## config.mk

```make
export PLATFORM = sky130hd
export DESIGN_NAME = keypad_lock_ctrl
export DESIGN_NICKNAME = d
export VERILOG_FILES = /design/src/rtl/keypad_lock_ctrl.sv
export SDC_FILE = /design/constraint.sdc
export NUM_CORES = 1
export LEC_CHECK = 0
export ABC_AREA = 0
export CAP_MARGIN = 20
export CORE_UTILIZATION = 26
export CTS_CLUSTER_DIAMETER = 120
export CTS_CLUSTER_SIZE = 28
export DETAILED_ROUTE_END_ITERATION = 8
export SYNTH_ARGS = -nofsm -noshare
export SYNTH_HDL_FRONTEND = slang
export SYNTH_SLANG_ARGS = --single-unit
```

## constraint.sdc

```tcl
create_clock -name clk -period 7 [get_ports clk]
set_input_delay 1.75 -clock clk [delete_from_list [all_inputs] [get_ports clk]]
set_output_delay 1.75 -clock clk [all_outputs]
set_load 0.01 [all_outputs]
```

## src/rtl/keypad_lock_ctrl.sv

```systemverilog
// Keypad code-lock controller: CODE_LEN-digit entry compared against a stored code,
// with auto-relock, failed-attempt lockout, entry inactivity timeout and confirmed code change.
module keypad_lock_ctrl #(
  parameter int          CODE_LEN     = 4,
  parameter logic [31:0] DEFAULT_CODE = 32'h0000_2432,
  parameter int          MAX_FAILS    = 3,
  parameter int          OPEN_CYC     = 1000,
  parameter int          PENALTY_CYC  = 5000,
  parameter int          ENTRY_CYC    = 3000
) (
  input  logic                  clk,
  input  logic                  reset_1,
  input  logic                  key_valid,
  input  logic [3:0]            key_code,
  output logic                  lock_open,
  output logic                  change_mode,
  output logic                  penalty,
  output logic                  ok_pulse,
  output logic                  err_pulse,
  output logic [3:0]            fail_cnt,
  output logic [3:0]            digit_cnt,
  output logic [CODE_LEN*4-1:0] disp_data
);

  localparam int W  = CODE_LEN * 4;
  localparam int OW = $clog2(OPEN_CYC);
  localparam int PW = $clog2(PENALTY_CYC);
  localparam int EW = $clog2(ENTRY_CYC);
  localparam logic [OW-1:0] OPEN_LAST  = OW'(OPEN_CYC - 1);
  localparam logic [PW-1:0] PEN_LAST   = PW'(PENALTY_CYC - 1);
  localparam logic [EW-1:0] ENTRY_LAST = EW'(ENTRY_CYC - 1);
  localparam logic [OW-1:0] OPEN_ONE   = OW'(1);
  localparam logic [PW-1:0] PEN_ONE    = PW'(1);
  localparam logic [EW-1:0] ENTRY_ONE  = EW'(1);
  localparam logic [3:0]    LEN4       = 4'(CODE_LEN);
  localparam logic [3:0]    MAXF4      = 4'(MAX_FAILS);

  typedef enum logic [2:0] {
    ST_LOCKED  = 3'd0,
    ST_OPEN    = 3'd1,
    ST_PENALTY = 3'd2,
    ST_NEW1    = 3'd3,
    ST_NEW2    = 3'd4
  } state_t;

  state_t        state_r, state_s;
  logic [W-1:0]  buf_r, buf_s, stored_r, stored_s, pending_r, pending_s;
  logic [3:0]    cnt_r, cnt_s, fail_r, fail_s, fail_inc_s;
  logic          ovf_r, ovf_s;
  logic [OW-1:0] open_tmr_r, open_tmr_s;
  logic [PW-1:0] pen_tmr_r, pen_tmr_s;
  logic [EW-1:0] idle_tmr_r, idle_tmr_s;
  logic          lock_open_r, change_mode_r, penalty_r, ok_r, err_r;
  logic          ok_s, err_s, chg_s;
  logic          open_exp_s, pen_exp_s, idle_run_s, idle_exp_s;
  logic          key_s, is_digit_s, is_enter_s, valid_sub_s, match_code_s, match_pend_s;

  assign open_exp_s   = (state_r == ST_OPEN) && (open_tmr_r == OPEN_LAST);
  assign pen_exp_s    = (state_r == ST_PENALTY) && (pen_tmr_r == PEN_LAST);
  assign idle_run_s   = (cnt_r != 4'd0) || (state_r == ST_NEW1) || (state_r == ST_NEW2);
  assign idle_exp_s   = idle_run_s && (idle_tmr_r == ENTRY_LAST);
  assign key_s        = key_valid && (key_code <= 4'hB) && (state_r != ST_PENALTY);
  assign is_digit_s   = (key_code <= 4'd9);
  assign is_enter_s   = (key_code == 4'hA);
  assign valid_sub_s  = (cnt_r == LEN4) && !ovf_r;
  assign match_code_s = valid_sub_s && (buf_r == stored_r);
  assign match_pend_s = valid_sub_s && (buf_r == pending_r);
  assign fail_inc_s   = (fail_r == 4'hF) ? 4'hF : fail_r + 4'd1;

  // Next-state decision: timer expiries take priority over a key in the same cycle.
  always_comb begin
    state_s    = state_r;
    buf_s      = buf_r;
    cnt_s      = cnt_r;
    ovf_s      = ovf_r;
    fail_s     = fail_r;
    stored_s   = stored_r;
    pending_s  = pending_r;
    ok_s       = 1'b0;
    err_s      = 1'b0;
    open_tmr_s = (state_r == ST_OPEN) ? open_tmr_r + OPEN_ONE : {OW{1'b0}};
    pen_tmr_s  = (state_r == ST_PENALTY) ? pen_tmr_r + PEN_ONE : {PW{1'b0}};
    idle_tmr_s = idle_run_s ? idle_tmr_r + ENTRY_ONE : {EW{1'b0}};
    if (pen_exp_s) begin
      state_s = ST_LOCKED;
      fail_s  = 4'd0;
    end else if (open_exp_s) begin
      state_s = ST_LOCKED;
    end else if (idle_exp_s) begin
      buf_s      = {W{1'b0}};
      cnt_s      = 4'd0;
      ovf_s      = 1'b0;
      idle_tmr_s = {EW{1'b0}};
      state_s    = (state_r == ST_NEW1 || state_r == ST_NEW2) ? ST_LOCKED : state_r;
    end else if (key_s) begin
      idle_tmr_s = {EW{1'b0}};
      if (is_digit_s) begin
        if (cnt_r == LEN4) begin
          ovf_s = 1'b1;
        end else begin
          buf_s = W'({buf_r, key_code});
          cnt_s = cnt_r + 4'd1;
        end
      end else begin
        buf_s = {W{1'b0}};
        cnt_s = 4'd0;
        ovf_s = 1'b0;
        case (state_r)
          ST_LOCKED: begin
            if (match_code_s) begin
              ok_s    = 1'b1;
              fail_s  = 4'd0;
              state_s = is_enter_s ? ST_OPEN : ST_NEW1;
            end else begin
              err_s   = 1'b1;
              fail_s  = fail_inc_s;
              state_s = (fail_inc_s == MAXF4) ? ST_PENALTY : ST_LOCKED;
            end
          end
          ST_OPEN: state_s = is_enter_s ? ST_LOCKED : ST_OPEN;
          ST_NEW1: begin
            if (!is_enter_s) begin
              state_s = ST_LOCKED;
            end else if (valid_sub_s) begin
              pending_s = buf_r;
              state_s   = ST_NEW2;
            end else begin
              err_s = 1'b1;
            end
          end
          ST_NEW2: begin
            if (!is_enter_s) begin
              state_s = ST_LOCKED;
            end else if (match_pend_s) begin
              stored_s = pending_r;
              ok_s     = 1'b1;
              state_s  = ST_LOCKED;
            end else begin
              err_s   = 1'b1;
              state_s = ST_NEW1;
            end
          end
          default: state_s = ST_LOCKED;
        endcase
      end
    end else begin
      state_s = state_r;
    end
    // Any state change discards the entry and restarts every timer.
    chg_s      = (state_s != state_r);
    buf_s      = chg_s ? {W{1'b0}} : buf_s;
    cnt_s      = chg_s ? 4'd0 : cnt_s;
    ovf_s      = chg_s ? 1'b0 : ovf_s;
    idle_tmr_s = chg_s ? {EW{1'b0}} : idle_tmr_s;
    open_tmr_s = chg_s ? {OW{1'b0}} : open_tmr_s;
    pen_tmr_s  = chg_s ? {PW{1'b0}} : pen_tmr_s;
  end

  // State, entry buffer, timers and registered outputs.
  always_ff @(posedge clk or posedge reset_1) begin
    if (reset_1) begin
      state_r       <= ST_LOCKED;
      buf_r         <= {W{1'b0}};
      cnt_r         <= 4'd0;
      ovf_r         <= 1'b0;
      fail_r        <= 4'd0;
      stored_r      <= DEFAULT_CODE[W-1:0];
      pending_r     <= {W{1'b0}};
      open_tmr_r    <= {OW{1'b0}};
      pen_tmr_r     <= {PW{1'b0}};
      idle_tmr_r    <= {EW{1'b0}};
      lock_open_r   <= 1'b0;
      change_mode_r <= 1'b0;
      penalty_r     <= 1'b0;
      ok_r          <= 1'b0;
      err_r         <= 1'b0;
    end else begin
      state_r       <= state_s;
      buf_r         <= buf_s;
      cnt_r         <= cnt_s;
      ovf_r         <= ovf_s;
      fail_r        <= fail_s;
      stored_r      <= stored_s;
      pending_r     <= pending_s;
      open_tmr_r    <= open_tmr_s;
      pen_tmr_r     <= pen_tmr_s;
      idle_tmr_r    <= idle_tmr_s;
      lock_open_r   <= (state_s == ST_OPEN);
      change_mode_r <= (state_s == ST_NEW1) || (state_s == ST_NEW2);
      penalty_r     <= (state_s == ST_PENALTY);
      ok_r          <= ok_s;
      err_r         <= err_s;
    end
  end

  assign lock_open   = lock_open_r;
  assign change_mode = change_mode_r;
  assign penalty     = penalty_r;
  assign ok_pulse    = ok_r;
  assign err_pulse   = err_r;
  assign fail_cnt    = fail_r;
  assign digit_cnt   = cnt_r;
  assign disp_data   = buf_r;

endmodule

```

Word-level counts from Yosys, hierarchy flattened. Cells that the tools add are included.

Eq/ne operators: 26. $add $sub $neg: 5. Multiplexer cells: 74. Magnitude comparators: 2. Bitwise gates (word level): 4. Reduce and logical (&&, ||, !) cells: 23.

Operators by type and width (number): 16-bit two-way mux (7); 12-bit two-way mux (6); 4-bit two-way mux (15); 16-bit equality test (2); 1-bit two-way mux (26); 13-bit two-way mux (2); 3-bit two-way mux (8); 10-bit two-way mux (2); 8-bit AND reduction (2); 13-bit by 1-bit adder with 13-bit output, second input constant (1); 13-bit equality test, second input constant (1); 12-bit by 1-bit adder with 12-bit output, second input constant (1); 12-bit equality test, second input constant (1); 3-bit by 2-bit equality test with 1-bit output, second input constant (4); 3-bit one-hot mux with 4 select lines (1); 10-bit by 1-bit adder with 10-bit output, second input constant (1); 10-bit equality test, second input constant (1); 2-bit two-way mux (5); 4-bit by 1-bit adder with 4-bit output, second input constant (2); 4-bit equality test, second input constant (2); 4-bit <= comparator, second input constant (2); 1-bit logical AND (8); 2-bit != test, second input constant (4); 4-bit AND reduction (2); other kinds (19) (28).

Flip-flop bits (word level): 100. Logic and storage cells: 149. Output and inout port bits: 29. Input bits: 7.

Logic depth before layout (Yosys ltp).
Depth in word-level cells: 14. Depth in mapped cells: 10. Mapped depth without buffers: 10.

Worst setup path before layout. No wires, ideal clock.

Path kind: in2reg. Start point: input port key_code[2]. End point: register stored_r[0]. Library setup time: 125 ps. Slack: 3169 ps. Arrival: 3706 ps. Data required time: 6875 ps. Cell stages on the path: 8. Buffers on the path: 3. Cell sequence: and4b_1 -> buf_1 -> o21ai_2 -> or3_4 -> or4_4 -> buf_6 -> buf_6 -> mux2_4.

Word-level cells in the longest chain between the ends: 4. Elaborated cells on any way between the ends: 7. Those cells by class: 2 x order compare; 1 x eq/ne; 1 x bitwise; 3 x reduce/logical.

RTL lines: start: declaration (RTL line 14) `input logic [3:0] key_code,`; 4-bit <= comparator (RTL line 62) `assign key_s = key_valid && (key_code <= 4'hB) && (state_r != ST_PENALTY);`; 1-bit logical AND (2 in a row) (RTL line 62); 8-bit AND reduction (no source line) (*); end signal: assignment (RTL line 167) `stored_r <= DEFAULT_CODE[W-1:0];`; end signal: assignment (RTL line 183) `stored_r <= stored_s;`; end: declaration (RTL line 47) `logic [W-1:0] buf_r, buf_s, stored_r, stored_s, pending_r, pending_s;`.

Mark *: on every way between the ends. The rest lies on a longest branch, timed or not. A chain may end at the register's enable or synchronous reset.

Worst setup path in the final report.
Start point: input port key_code[1]. End point: register buf_r[11], in the netlist disp_data[11].

Word-level cells in the longest chain between the ends: 12. Elaborated cells on any way between the ends: 28. Those cells by class: 2 x order compare; 5 x eq/ne; 17 x mux; 4 x reduce/logical.

RTL lines: 4-bit equality test (RTL line 64) `assign is_enter_s = (key_code == 4'hA);`; 2-bit two-way mux (RTL line 113) `state_s = is_enter_s ? ST_OPEN : ST_NEW1;`; 2-bit two-way mux (RTL line 110) `if (match_code_s) begin`; 3-bit one-hot mux with 4 select lines (RTL line 108) `case (state_r)`; 3-bit two-way mux (RTL line 97) `if (is_digit_s) begin`; 3-bit two-way mux (RTL line 95) `end else if (key_s) begin`; 3-bit two-way mux (RTL line 89) `end else if (idle_exp_s) begin`; 3-bit two-way mux (RTL line 87) `end else if (open_exp_s) begin`; 3-bit two-way mux (RTL line 84) `if (pen_exp_s) begin`; 3-bit != test (RTL line 150) `chg_s = (state_s != state_r);`; 4-bit != test (no source line) (tied with other cells); 4-bit AND reduction (no source line); end signal: assignment (RTL line 163) `buf_r <= {W{1'b0}};`; end signal: assignment (RTL line 179) `buf_r <= buf_s;`; end: declaration (RTL line 47).

Parallel ways exist; a longest one is shown, timed or not. The select of a mux whose other input is x is not followed.

==> impl_metrics.tcl <==
set metrics [dict create \
    min_period_ns 4.11 \
    grt_use_met3_pct 3.82 \
    setup_violations 0 \
    cts_root_buf "clkbuf_16" \
    drv_slew 0 \
    syn_to_final_growth_pct 19.1 \
    cts_setup_buffers 0 \
    worstPathArrival_ns 4.30 \
    critPathKind "input pin to flip-flop" \
    grt_max_degree 63 \
    ant_nets 0 \
    wl_per_cell_um 14.2 \
    ff2ff_setup_slack_ns 3.83 \
    tightest_slew_ns 1.02 \
    crit_buf_inv 2 \
    yosys-top-cells-count "dfrtp_1, nor2_1, xor2_1" \
    cts_buffers 9 \
    cts_tree "done" \
    synth_warnings 0 \
    skew_ns 0.00836 \
    synth_fp_nets 500 \
    drive_gt1_share_pct 13.1 \
    die_y_um 143 \
    grt_usage_pct 12.3 \
    whs_path_depth 1 \
    crit_family "buffers and inverters" \
    ys_types 57 \
    synthTopCellsByArea "dfrtp_1, xor2_1, mux2_2, xnor2_1, nor2_1" \
    drt-initial-drc-count 157 \
    rsz0062_at_grt "false" \
    synth_top_area_share_pct 46.1 \
    path_max_fanout 33 \
    p_leak_nw 2.71 \
    cp_slowest_stage_delay_ns 0.63 \
    gp_congestion 0.772 \
    ios 36 \
    syn-cell-area_um2 5150 \
    syn_inst 487 \
    synth-seq-cells 100 \
    yosys.area.top_type "dfrtp_1" \
    fin_area_um2 6140 \
    final_net_count 535 \
    n_antenna_cell 0 \
    required_ns 7.19 \
    holdCritStartpoint "open_tmr_r[0]" \
    num_rows 51 \
    avgViaCountPerCell 4.55 \
    crit_end "disp_data[11]" \
    dp_cells 774 \
    worstPathCellList "clkdlybuf4s50_1 -> nor4bb_1 -> o21ai_0 -> nor2_1 -> a31oi_1 -> o211a_1 -> o221ai_2 -> buf_4 -> o31ai_1" \
    crit_start "key_code[1]" \
    syn_avg_cell_area_um2 10.6 \
    numPortBuffers 35 \
    cp-end-kind "flip-flop" \
    clk_path_buf_depth 2 \
    fin_crit_sh_pct 58.7 \
    fin_util_pct 31.5 \
    grt_pass1_vias 3620 \
    slew_headroom_pct 31.7 \
    synth_most_common_cell "dfrtp_1" \
    grt_overflow 0 \
    path_depth 9 \
    vias 3603 \
    grt-busiest-layer "met2" \
    antenna_found_initial 0 \
    postCtsResizedCells 0 \
    fmax_mhz 243 \
    grt_pass1_wl_um 19400 \
    gr-usage-met1_pct 16.4 \
    grtUsageMet2_pct 19.0 \
    dpl_cell_area_um2 5790 \
    ctsHoldBuffers 0 \
    core_um2 19500 \
    synth_edf_count 0 \
    ir_drop_uv 122 \
    routed_wl_um 11200 \
    async_reset_ff_share_pct 100 \
    synth_flop_cell "dfrtp_1" \
    r2r_end "disp_data[2]" \
    finalSetupTns_ns 0 \
    htree_levels 3 \
    ys_seq_area_share_pct 48.7 \
    hold_viol_final 0 \
    dp_hpwl_um 7920 \
    initial_core_util_pct 26.5 \
    hold_ws_ns 0.486 \
    maxCapViolCount 0 \
    r2r_cells 7 \
    holdCritPathClass "flip-flop to flip-flop" \
    die_area_um2 20400 \
    slowest_stage "nor4bb_1" \
    final_cell_count_no_fill 792 \
    die_w_um 143 \
    drcViolationCount 0 \
    cp-start-kind "input pin" \
    cts.sinks 100 \
    rr_startpoint "state_r[2]" \
    clk_latency_ns 0.35 \
    path_clk_slew_ns 0.07 \
    dr.pass1.iters 5 \
    power_density_nw_per_um2 261 \
    status "completed" \
]
==> metrics by stage <==
stage	setup WS, ns	total power [W]
after floorplan	2.64	0.000914
after global placement	2.42	0.00107
after detailed placement	2.37	0.00108
after CTS	2.75	0.00162
after global routing	2.63	0.00170
final	2.89	0.00160
==> cells by family after synthesis <==
| family | count (synthesis) | synth area share (%) |
|---|---|---|
| simple gates | 181 | 19.3 |
| flops | 100 | 48.7 |
| compound gates | 62 | 8.23 |
| xor+xnor | 62 | 10.5 |
| buf+inv | 40 | 3.33 |
| mux | 36 | 8.45 |
| fa+ha+maj | 6 | 1.46 |
==> worst min path at each step <==
stage,slack (ns),end
2_1_floorplan,0.45,open_tmr_r[0]
3_3_place_gp,0.48,open_tmr_r[0]
3_5_place_dp,0.48,open_tmr_r[0]
4_1_cts,0.49,open_tmr_r[0]
5_1_grt,0.50,open_tmr_r[0]
6_report,0.49,open_tmr_r[0]
==> flip-flops by register name (all words and copies together) (netlist names) <==
name	flops
lock_open	1
idle_tmr_r	12
change_mode	1
disp_data	16
err_pulse	1
ok_pulse	1
digit_cnt	4
stored_r	16
state_r	3
pending_r	16
open_tmr_r	10
ovf_r	1
pen_tmr_r	13
penalty	1
fail_cnt	4
==> layer usage <==
layer	vias to the layer above	routed length, um
li1	1796	-
met1	1743	5410
met2	52	5190
met3	12	501
met4	0	138
met5	-	0
==> cell usage in the layout (no fill, tap or decap), drive strengths merged, types with 3 or more instances in the layout <==
cell type and instances:
clkbuf 10, ha 6, nand3 22, a211oi 3, clkdlybuf4s50 35, dfrtp 95, mux2 33, or4 3
nor4bb 5, nand2b 5, clkinv 4, nand2 33, o21ai 11, nor4 6, buf 4, nand4 11
o31ai 18, xnor2 23, o21a 3, a31oi 4, mux2i 3, and4b 3, nor3b 3, a21oi 11
nor3 18, xor2 39, inv 25, or3 4, and3 14, nor2 44, dfstp 5
==> layout make-up <==
class,count,area (um^2)
fillers,1969,13300
flip-flops and latches,100,2510
multi-input cells,347,2490
repair buffers,39,388
well taps,265,332
clock buffers,10,239
inverters,25,96.3
clock inverters,6,87.6
==> report_power, final <==
group,leakage (nW),internal (W),total [W],switching (W)
clock network,0.162,0.000323,0.000538,0.000215
registers,1.36,0.000624,0.000711,0.0000863
logic,1.19,0.000171,0.000352,0.000180
total,2.71,0.00112,0.00160,0.000482
Note: power is estimated with default switching activity, not from simulation.
